**src/rtl/conv_frame_encoder.sv**
```systemverilog
// Rate-1/2, K=3 convolutional encoder (G1=111, G0=101) with framing.
// Serial input bits are grouped into frames of FRAME_LEN bits. Each frame is
// terminated with two zero tail bits so the trellis returns to state 00.
// All outputs except ready_o are registered; ready_o is decoded from state.
module conv_frame_encoder #(
  parameter int unsigned FRAME_LEN = 256,
  parameter int unsigned CNT_W     = 16
) (
  input  logic             clk,
  input  logic             rst,
  input  logic             encoder_i,
  input  logic             enable_encoder_i,
  input  logic             flush_i,
  output logic             ready_o,
  output logic [1:0]       encoder_o,
  output logic             valid_o,
  output logic             frame_start_o,
  output logic             frame_end_o,
  output logic [CNT_W-1:0] bit_ct_o,
  output logic [CNT_W-1:0] word_ct_o
);

  typedef enum logic [1:0] {StIdle, StData, StTail0, StTail1} state_e;

  state_e           state_q, state_d;
  logic [1:0]       shift_q, shift_d;  // {s1, s0}: s1 is the most recent bit
  logic [1:0]       sym_q, sym_d;
  logic             valid_q, valid_d;
  logic             start_q, start_d;
  logic             end_q, end_d;
  logic [CNT_W-1:0] bit_ct_q, bit_ct_d;
  logic [CNT_W-1:0] word_ct_q, word_ct_d;

  logic accept;
  logic last_bit;
  logic enc_en;
  logic enc_bit;

  // Input is accepted only in the data-collecting states.
  assign ready_o = (state_q == StIdle) || (state_q == StData);
  assign accept  = enable_encoder_i & ready_o;

  // True when the bit about to be accepted in DATA completes the frame.
  assign last_bit = (32'(bit_ct_q) + 32'd1) >= FRAME_LEN;

  // Next-state, counter and symbol computation.
  always_comb begin
    state_d   = state_q;
    shift_d   = shift_q;
    sym_d     = sym_q;
    valid_d   = 1'b0;
    start_d   = 1'b0;
    end_d     = 1'b0;
    bit_ct_d  = bit_ct_q;
    word_ct_d = word_ct_q;
    enc_en    = 1'b0;
    enc_bit   = 1'b0;

    unique case (state_q)
      StIdle: begin
        // flush_i has no effect here: there is no frame to terminate yet.
        if (accept) begin
          enc_en   = 1'b1;
          enc_bit  = encoder_i;
          start_d  = 1'b1;
          bit_ct_d = CNT_W'(1);
          state_d  = (FRAME_LEN == 1) ? StTail0 : StData;
        end
      end
      StData: begin
        if (accept) begin
          enc_en   = 1'b1;
          enc_bit  = encoder_i;
          bit_ct_d = bit_ct_q + 1'b1;
          if (last_bit || flush_i) begin
            state_d = StTail0;
          end
        end else if (flush_i) begin
          state_d = StTail0;
        end
      end
      StTail0: begin
        enc_en  = 1'b1;
        state_d = StTail1;
      end
      StTail1: begin
        enc_en    = 1'b1;
        end_d     = 1'b1;
        bit_ct_d  = '0;
        word_ct_d = word_ct_q + 1'b1;
        state_d   = StIdle;
      end
      default: begin
        state_d = StIdle;
      end
    endcase

    if (enc_en) begin
      sym_d   = {enc_bit ^ shift_q[1] ^ shift_q[0], enc_bit ^ shift_q[0]};
      shift_d = {enc_bit, shift_q[1]};
      valid_d = 1'b1;
    end

    // Two zero tail bits already clear the register; force it for robustness.
    if (state_q == StTail1) begin
      shift_d = '0;
    end
  end

  // State and output registers; reset aborts any frame in flight.
  always_ff @(posedge clk or negedge rst) begin
    if (!rst) begin
      state_q   <= StIdle;
      shift_q   <= '0;
      sym_q     <= '0;
      valid_q   <= 1'b0;
      start_q   <= 1'b0;
      end_q     <= 1'b0;
      bit_ct_q  <= '0;
      word_ct_q <= '0;
    end else begin
      state_q   <= state_d;
      shift_q   <= shift_d;
      sym_q     <= sym_d;
      valid_q   <= valid_d;
      start_q   <= start_d;
      end_q     <= end_d;
      bit_ct_q  <= bit_ct_d;
      word_ct_q <= word_ct_d;
    end
  end

  assign encoder_o     = sym_q;
  assign valid_o       = valid_q;
  assign frame_start_o = start_q;
  assign frame_end_o   = end_q;
  assign bit_ct_o      = bit_ct_q;
  assign word_ct_o     = word_ct_q;

endmodule

```
**config.mk**
```make
export PLATFORM = sky130hd
export DESIGN_NAME = conv_frame_encoder
export DESIGN_NICKNAME = d
export VERILOG_FILES = /design/src/rtl/conv_frame_encoder.sv
export SDC_FILE = /design/constraint.sdc
export NUM_CORES = 1
export LEC_CHECK = 0
export CORE_MARGIN = 2
export CORE_UTILIZATION = 56
export CTS_CLUSTER_SIZE = 24
export DETAILED_ROUTE_END_ITERATION = 8
export GPL_TIMING_DRIVEN = 0
export PLACE_DENSITY = 0.95
export SKIP_LAST_GASP = 1
export SYNTH_ARGS = -nofsm -noshare
export SYNTH_HDL_FRONTEND = slang
export SYNTH_SLANG_ARGS = --single-unit
```
**constraint.sdc**
```tcl
create_clock -name clk -period 6.75 [get_ports clk]
set_input_delay 0.675 -clock clk [delete_from_list [all_inputs] [get_ports clk]]
set_output_delay 0.675 -clock clk [all_outputs]
set_load 0.005 [all_outputs]
```
==> impl_metrics.yaml, run 1 <==
setup_path:
  arrival_ns: 2.05
  cp-end-kind: "output pin"
  reg2reg_setup_slack_ns: 4.16
  cp-start-kind: "flop"
  cp.required_ns: 6.07
  critical_path_class: "reg2out"
  crit_fanout: 10
routing:
  postRouteAntennaNets: 0
  routed_wl_um: 4650
  drt_iter0_markers: 75
  drt-pass1-iter-count: 4
  drc_errors: 0
  num_vias: 1834
  wl_per_cell_um: 14.3
  viasPerCell: 5.64
power:
  peakVddDrop_v: 0.000234
  powerDensity_nw_per_um2: 310
  p_leak_nw: 1.19
synth:
  synth_cell_types: 43
  ys.flop_type: "dfrtp_1"
  synthArstFlopShare_pct: 100
  synth_edf_count: 0
  synth_area_leader_cell: "dfrtp_1"
  synth_cells: 228
  yosysSeqAreaShare_pct: 46.0
  syn-num-nets: 240
  ys_seq_elements: 41
  ys.warnings.count: 0
  synth_area_leaders: "dfrtp_1, nand2_1, xnor2_1, mux2i_1, ha_1"
  yosysTopAreaCellShare_pct: 46.0
  syn_area_per_cell_sq_um: 9.79
  synthesis.area_sq_um: 2230
flow_run:
  drv_cap: 0
final_layout:
  finalNetCount: 289
  final_core_utilization_pct: 75.1
  antennaDiodeCount: 0
  final_cell_mix: "dfrtp_1, clkdlybuf4s50_1, nand2_1"
  layout-drive-gt1-share_pct: 9.03
  fillers: 265
  synthToLayoutAreaGrowth_pct: 26.0
  instances_no_fill: 325
floorplan:
  fp.coreArea_sq_um: 3740
  die-area_sq_um: 4510
  ios: 43
  start_util_pct: 59.6
  row_count: 22
  die_h_um: 67.1
  die_x_um: 67.1
clock_tree:
  clk_pin_slew_worst_paths_ns: 0.07
  cts_hold_buf: 0
  clockRootBuffer: "clkbuf_8"
  postCtsSetupRepairBufs: 0
  clk_path_buf_depth: 2
  numCtsBuffers: 5
  cts_sinks: 41
  cts_tree: "yes"
  insertion_delay_ns: 0.30
  htree_levels: 2
  postCtsResizedCells: 0
sta:
  fin_crit_sh_pct: 40.3
  tns_ns: 0
  timing.fmax_mhz: 367
  tightest_slew_ns: 0.886
  skew_ns: 0.00562
  report.final.slew_viol_count: 0
  setup_viol: 0
  finalWorstPathRequiredPeriod_ns: 2.72
  hold_viol: 0
  max_slew_margin_pct: 40.9
  rsz0062_at_grt: "false"
global_route:
  overflow: 0
  grt_pass1_vias: 1718
  grt_pass1_wl_um: 8000
  antenna_found_initial: 0
  grt_max_degree: 42
  grt_use_total_pct: 23.4
outcome:
  outcome: "completed"
place:
  dp.cells: 318
  portBuffers: 42
  gp_congestion: 0.903
  dpl.hpwl_um: 3290
min_path:
  hold_path.class: "reg2reg"
==> state kept, by name, summed over array words and instances, names as in the netlist <==
register       cells
word_ct_o         16
valid_o            1
encoder_o          2
frame_end_o        1
state_q            2
frame_start_o      1
shift_q            2
bit_ct_o          16
==> per-layer routing <==
metal	track usage [%]	vias to the layer above	share of wire [%]
li1	-	888	-
met1	31.1	885	44
met2	38.0	55	50
met3	5.00	6	5.1
met4	7.91	0	1.3
met5	0	-	0
==> critical path: stages, from the launching register on <==
cell	delay [ns]
dfrtp_1	0.45
inv_1	0.09
ha_1	0.18
clkbuf_1	0.23
or2_2	0.36
clkdlybuf4s50_1	0.45
==> through the flow <==
step / setup WS, ns / hold slack, ns / power, W / cell area (sq um)
global route: 3.90 / 0.522 / 0.000931 / 2810
floorplan: 4.52 / 0.379 / 0.000538 / 2230
global placement: 4.02 / 0.461 / 0.000669 / 2710
CTS: 4.02 / 0.477 / 0.000877 / 2810
finish: 4.03 / 0.474 / 0.000870 / 2810
detailed placement: 4.00 / 0.463 / 0.000684 / 2710
==> cells by family (layout without fill, tap and decap cells) <==
logic type | after synthesis | count (layout) | share of synthesized area, %
and+or+nand+nor | 96 | 96 | 22.5
DFF | 41 | 41 | 46.0
AOI/OAI and AO/OA | 36 | 36 | 10.9
xor gates and xnor gates | 18 | 18 | 7.06
buffers and inverters | 17 | 66 | 3.36
muxes | 13 | 13 | 6.22
adders and majority gates | 7 | 7 | 3.92
==> path summary, 6_finish.rpt <==
path / from / to / cells after the start
worst min register to register: word_ct_o[15]$_DFFE_PN0P_ / word_ct_o[15]$_DFFE_PN0P_ / 1
worst max register to register: bit_ct_o[0]$_DFFE_PN0P_ / state_q[1]$_DFFE_PN0P_ / 7
worst min-delay path: word_ct_o[15]$_DFFE_PN0P_ / word_ct_o[15]$_DFFE_PN0P_ / 1
max in group asynchronous: rst / word_ct_o[2]$_DFFE_PN0P_ / 1
min in group asynchronous: rst / bit_ct_o[14]$_DFFE_PN0P_ / 1
worst max-delay path: state_q[1]$_DFFE_PN0P_ / ready_o / 5
==> synthesized netlist by cell type, types with 3 or more instances <==
master,n
clkbuf_1,5
mux2_2,3
nand2_1,31
and2_1,3
and3_1,4
inv_1,8
xor2_1,5
nand4_1,8
xnor2_1,13
nor2_1,20
ha_1,7
dfrtp_1,41
a22o_1,4
a21oi_1,5
nand3_1,8
nor3_1,5
buf_4,3
mux2i_1,9
o21ai_0,17
==> report_power, final <==
group | total [W] | internal [W] | switching, W
registers | 0.000348 | 0.000296 | 0.0000523
logic | 0.000331 | 0.000168 | 0.000164
clock network | 0.000191 | 0.000107 | 0.0000836
total | 0.000870 | 0.000571 | 0.000299
==> cell type report <==
| class | count | area (sq um) | area share (%) |
|---|---|---|---|
| plain buffers | 9 | 45.0 | 1.60 |
| clock buffers | 5 | 68.8 | 2.45 |
| clock inverters | 2 | 35.0 | 1.25 |
| inverters | 8 | 30.0 | 1.07 |
| multi-input cells | 170 | 1130 | 40.2 |
| flip-flops and latches | 41 | 1030 | 36.5 |
| well taps | 48 | 60.1 | 2.14 |
| repair buffers | 42 | 415 | 14.8 |
No activity file was read; power rests on OpenSTA's default activity.
==> run 2: changes to the inputs <==
CORE_UTILIZATION = 52   (was 56)
PLACE_DENSITY = 0.9   (was 0.95)
clock period = 2.6 ns   (was 6.75 ns; I/O delays follow)
==> impl_metrics.yaml, run 2 (synthesis results as in run 1) <==
final_layout:
  design_area_sq_um: 2810
  synthToLayoutAreaGrowth_pct: 26.1
  finalNetCount: 289
  instances_no_fill: 327
  final_core_utilization_pct: 69.3
  antennaDiodeCount: 0
  final_cell_mix: "dfrtp_1, clkdlybuf4s50_1, nand2_1"
  layout-drive-gt1-share_pct: 9.39
sta:
  max_slew_margin_pct: 41.1
  tns_ns: 0
  fin_crit_sh_pct: 93.5
  timing.fmax_mhz: 411
  hold_viol: 0
  skew_ns: 0.00317
  tightest_slew_ns: 0.884
  setup_viol: 0
  finalWorstPathRequiredPeriod_ns: 2.43
  report.final.slew_viol_count: 0
  rsz0062_at_grt: "false"
clock_tree:
  cts_tree: "yes"
  clk_path_buf_depth: 2
  postCtsSetupRepairBufs: 0
  clockRootBuffer: "clkbuf_8"
  clk_pin_slew_worst_paths_ns: 0.08
  insertion_delay_ns: 0.29
  numCtsBuffers: 5
  cts_sinks: 41
  htree_levels: 2
routing:
  num_vias: 1811
  postRouteAntennaNets: 0
  routed_wl_um: 4620
  drt_iter0_markers: 147
  wl_per_cell_um: 14.1
  viasPerCell: 5.54
  drt-pass1-iter-count: 4
  drc_errors: 0
global_route:
  grt_pass1_wl_um: 7710
  grt_use_total_pct: 19.7
  grt_max_degree: 42
  antenna_found_initial: 0
  grt_pass1_vias: 1677
  overflow: 0
flow_run:
  drv_cap: 0
floorplan:
  fp.coreArea_sq_um: 4060
  ios: 43
  die-area_sq_um: 4830
  die_h_um: 69.5
  row_count: 23
  die_x_um: 69.5
  start_util_pct: 55.0
power:
  power_frac_seq_pct: 41.2
  powerDensity_nw_per_um2: 780
  power.switching_w: 0.000779
  power.total_w: 0.00219
  p_comb_share_pct: 39.5
  p_clk_share_pct: 19.3
  switching_share_pct: 35.5
  p_int_w: 0.00142
  peakVddDrop_v: 0.000671
  p_leak_nw: 1.19
setup_path:
  cp.required_ns: 2.78
  critical_path_class: "reg2reg"
  crit-reg2reg-launch: "bit_ct_o[0]$_DFFE_PN0P_"
  critical_path.startpoint: "bit_ct_o[0]$_DFFE_PN0P_"
  cp-start-kind: "flop"
  crit_fanout: 7
  cp-end-kind: "flop"
  arrival_ns: 2.61
place:
  placed_area_sq_um: 2710
  portBuffers: 42
  gp_congestion: 0.815
  dp.cells: 320
  dpl.hpwl_um: 3310
min_path:
  hold_path.class: "in2async"
outcome:
  outcome: "completed"
## run 2: repair_timing
action,CTS,global route
hold buffers,0,0
gates resized for setup,0,2
endpoints found under the setup margin,0,1
## run 2: through the flow
| stage | hold WS [ns] | setup slack, ns |
|---|---|---|
| 6_report | 0.0819 | 0.168 |
| 5_1_grt | 0.157 | 0.0455 |
| 4_1_cts | 0.124 | 0.0506 |
| 3_5_place_dp | 0.441 | 0.0730 |
| 3_3_place_gp | 0.460 | 0.125 |
| 2_1_floorplan | -0.0356 | 0.372 |
## run 2: critical path: stages, from the launching register on
cell       delay (ns)
dfrtp_1          0.47
nand4_1          0.34
nor3_1           0.47
nand3_1          0.21
a2111oi_4        0.39
a21oi_2          0.12
mux2_4           0.31
## run 2: metal layers
metal,routed length [um],global-route usage (%),up-vias
met4,56,5.88,0
met3,249,4.65,5
li1,-,-,887
met1,2080,25.7,869
met5,0,0,-
met2,2240,32.7,50
## run 2: power by group through the flow
stage / registers [W] / logic [W] / clock network [W]
after floorplan: 0.000896 / 0.000502 / 0
after global placement: 0.000908 / 0.000834 / 0
after detailed placement: 0.000915 / 0.000860 / 0
after CTS: 0.000903 / 0.000872 / 0.000430
after global routing: 0.000922 / 0.000948 / 0.000461
final: 0.000905 / 0.000867 / 0.000423
## run 2: layout make-up
class                      instances  area (sq um)
buffer                             9          45.0
clock buffer                       6          82.6
clock inverter                     1          7.51
fill                             285          1240
inverter                           8          30.0
multi-input combinational        170          1140
sequential                        41          1030
tap                               50          62.6
timing repair buffer              42           415
## run 2: path summary, 6_finish.rpt
| kind | end | slack, ns | depth (start not counted) |
|---|---|---|---|
| max in group asynchronous | bit_ct_o[8]$_DFFE_PN0P_ | 1.96 | 1 |
| min in group clk | word_ct_o[15]$_DFFE_PN0P_ | 0.47 | 1 |
| max reg2reg | state_q[1]$_DFFE_PN0P_ | 0.17 | 6 |
| max | state_q[1]$_DFFE_PN0P_ | 0.17 | 6 |
| min reg2reg | word_ct_o[15]$_DFFE_PN0P_ | 0.47 | 1 |
| min | bit_ct_o[15]$_DFFE_PN0P_ | 0.08 | 1 |
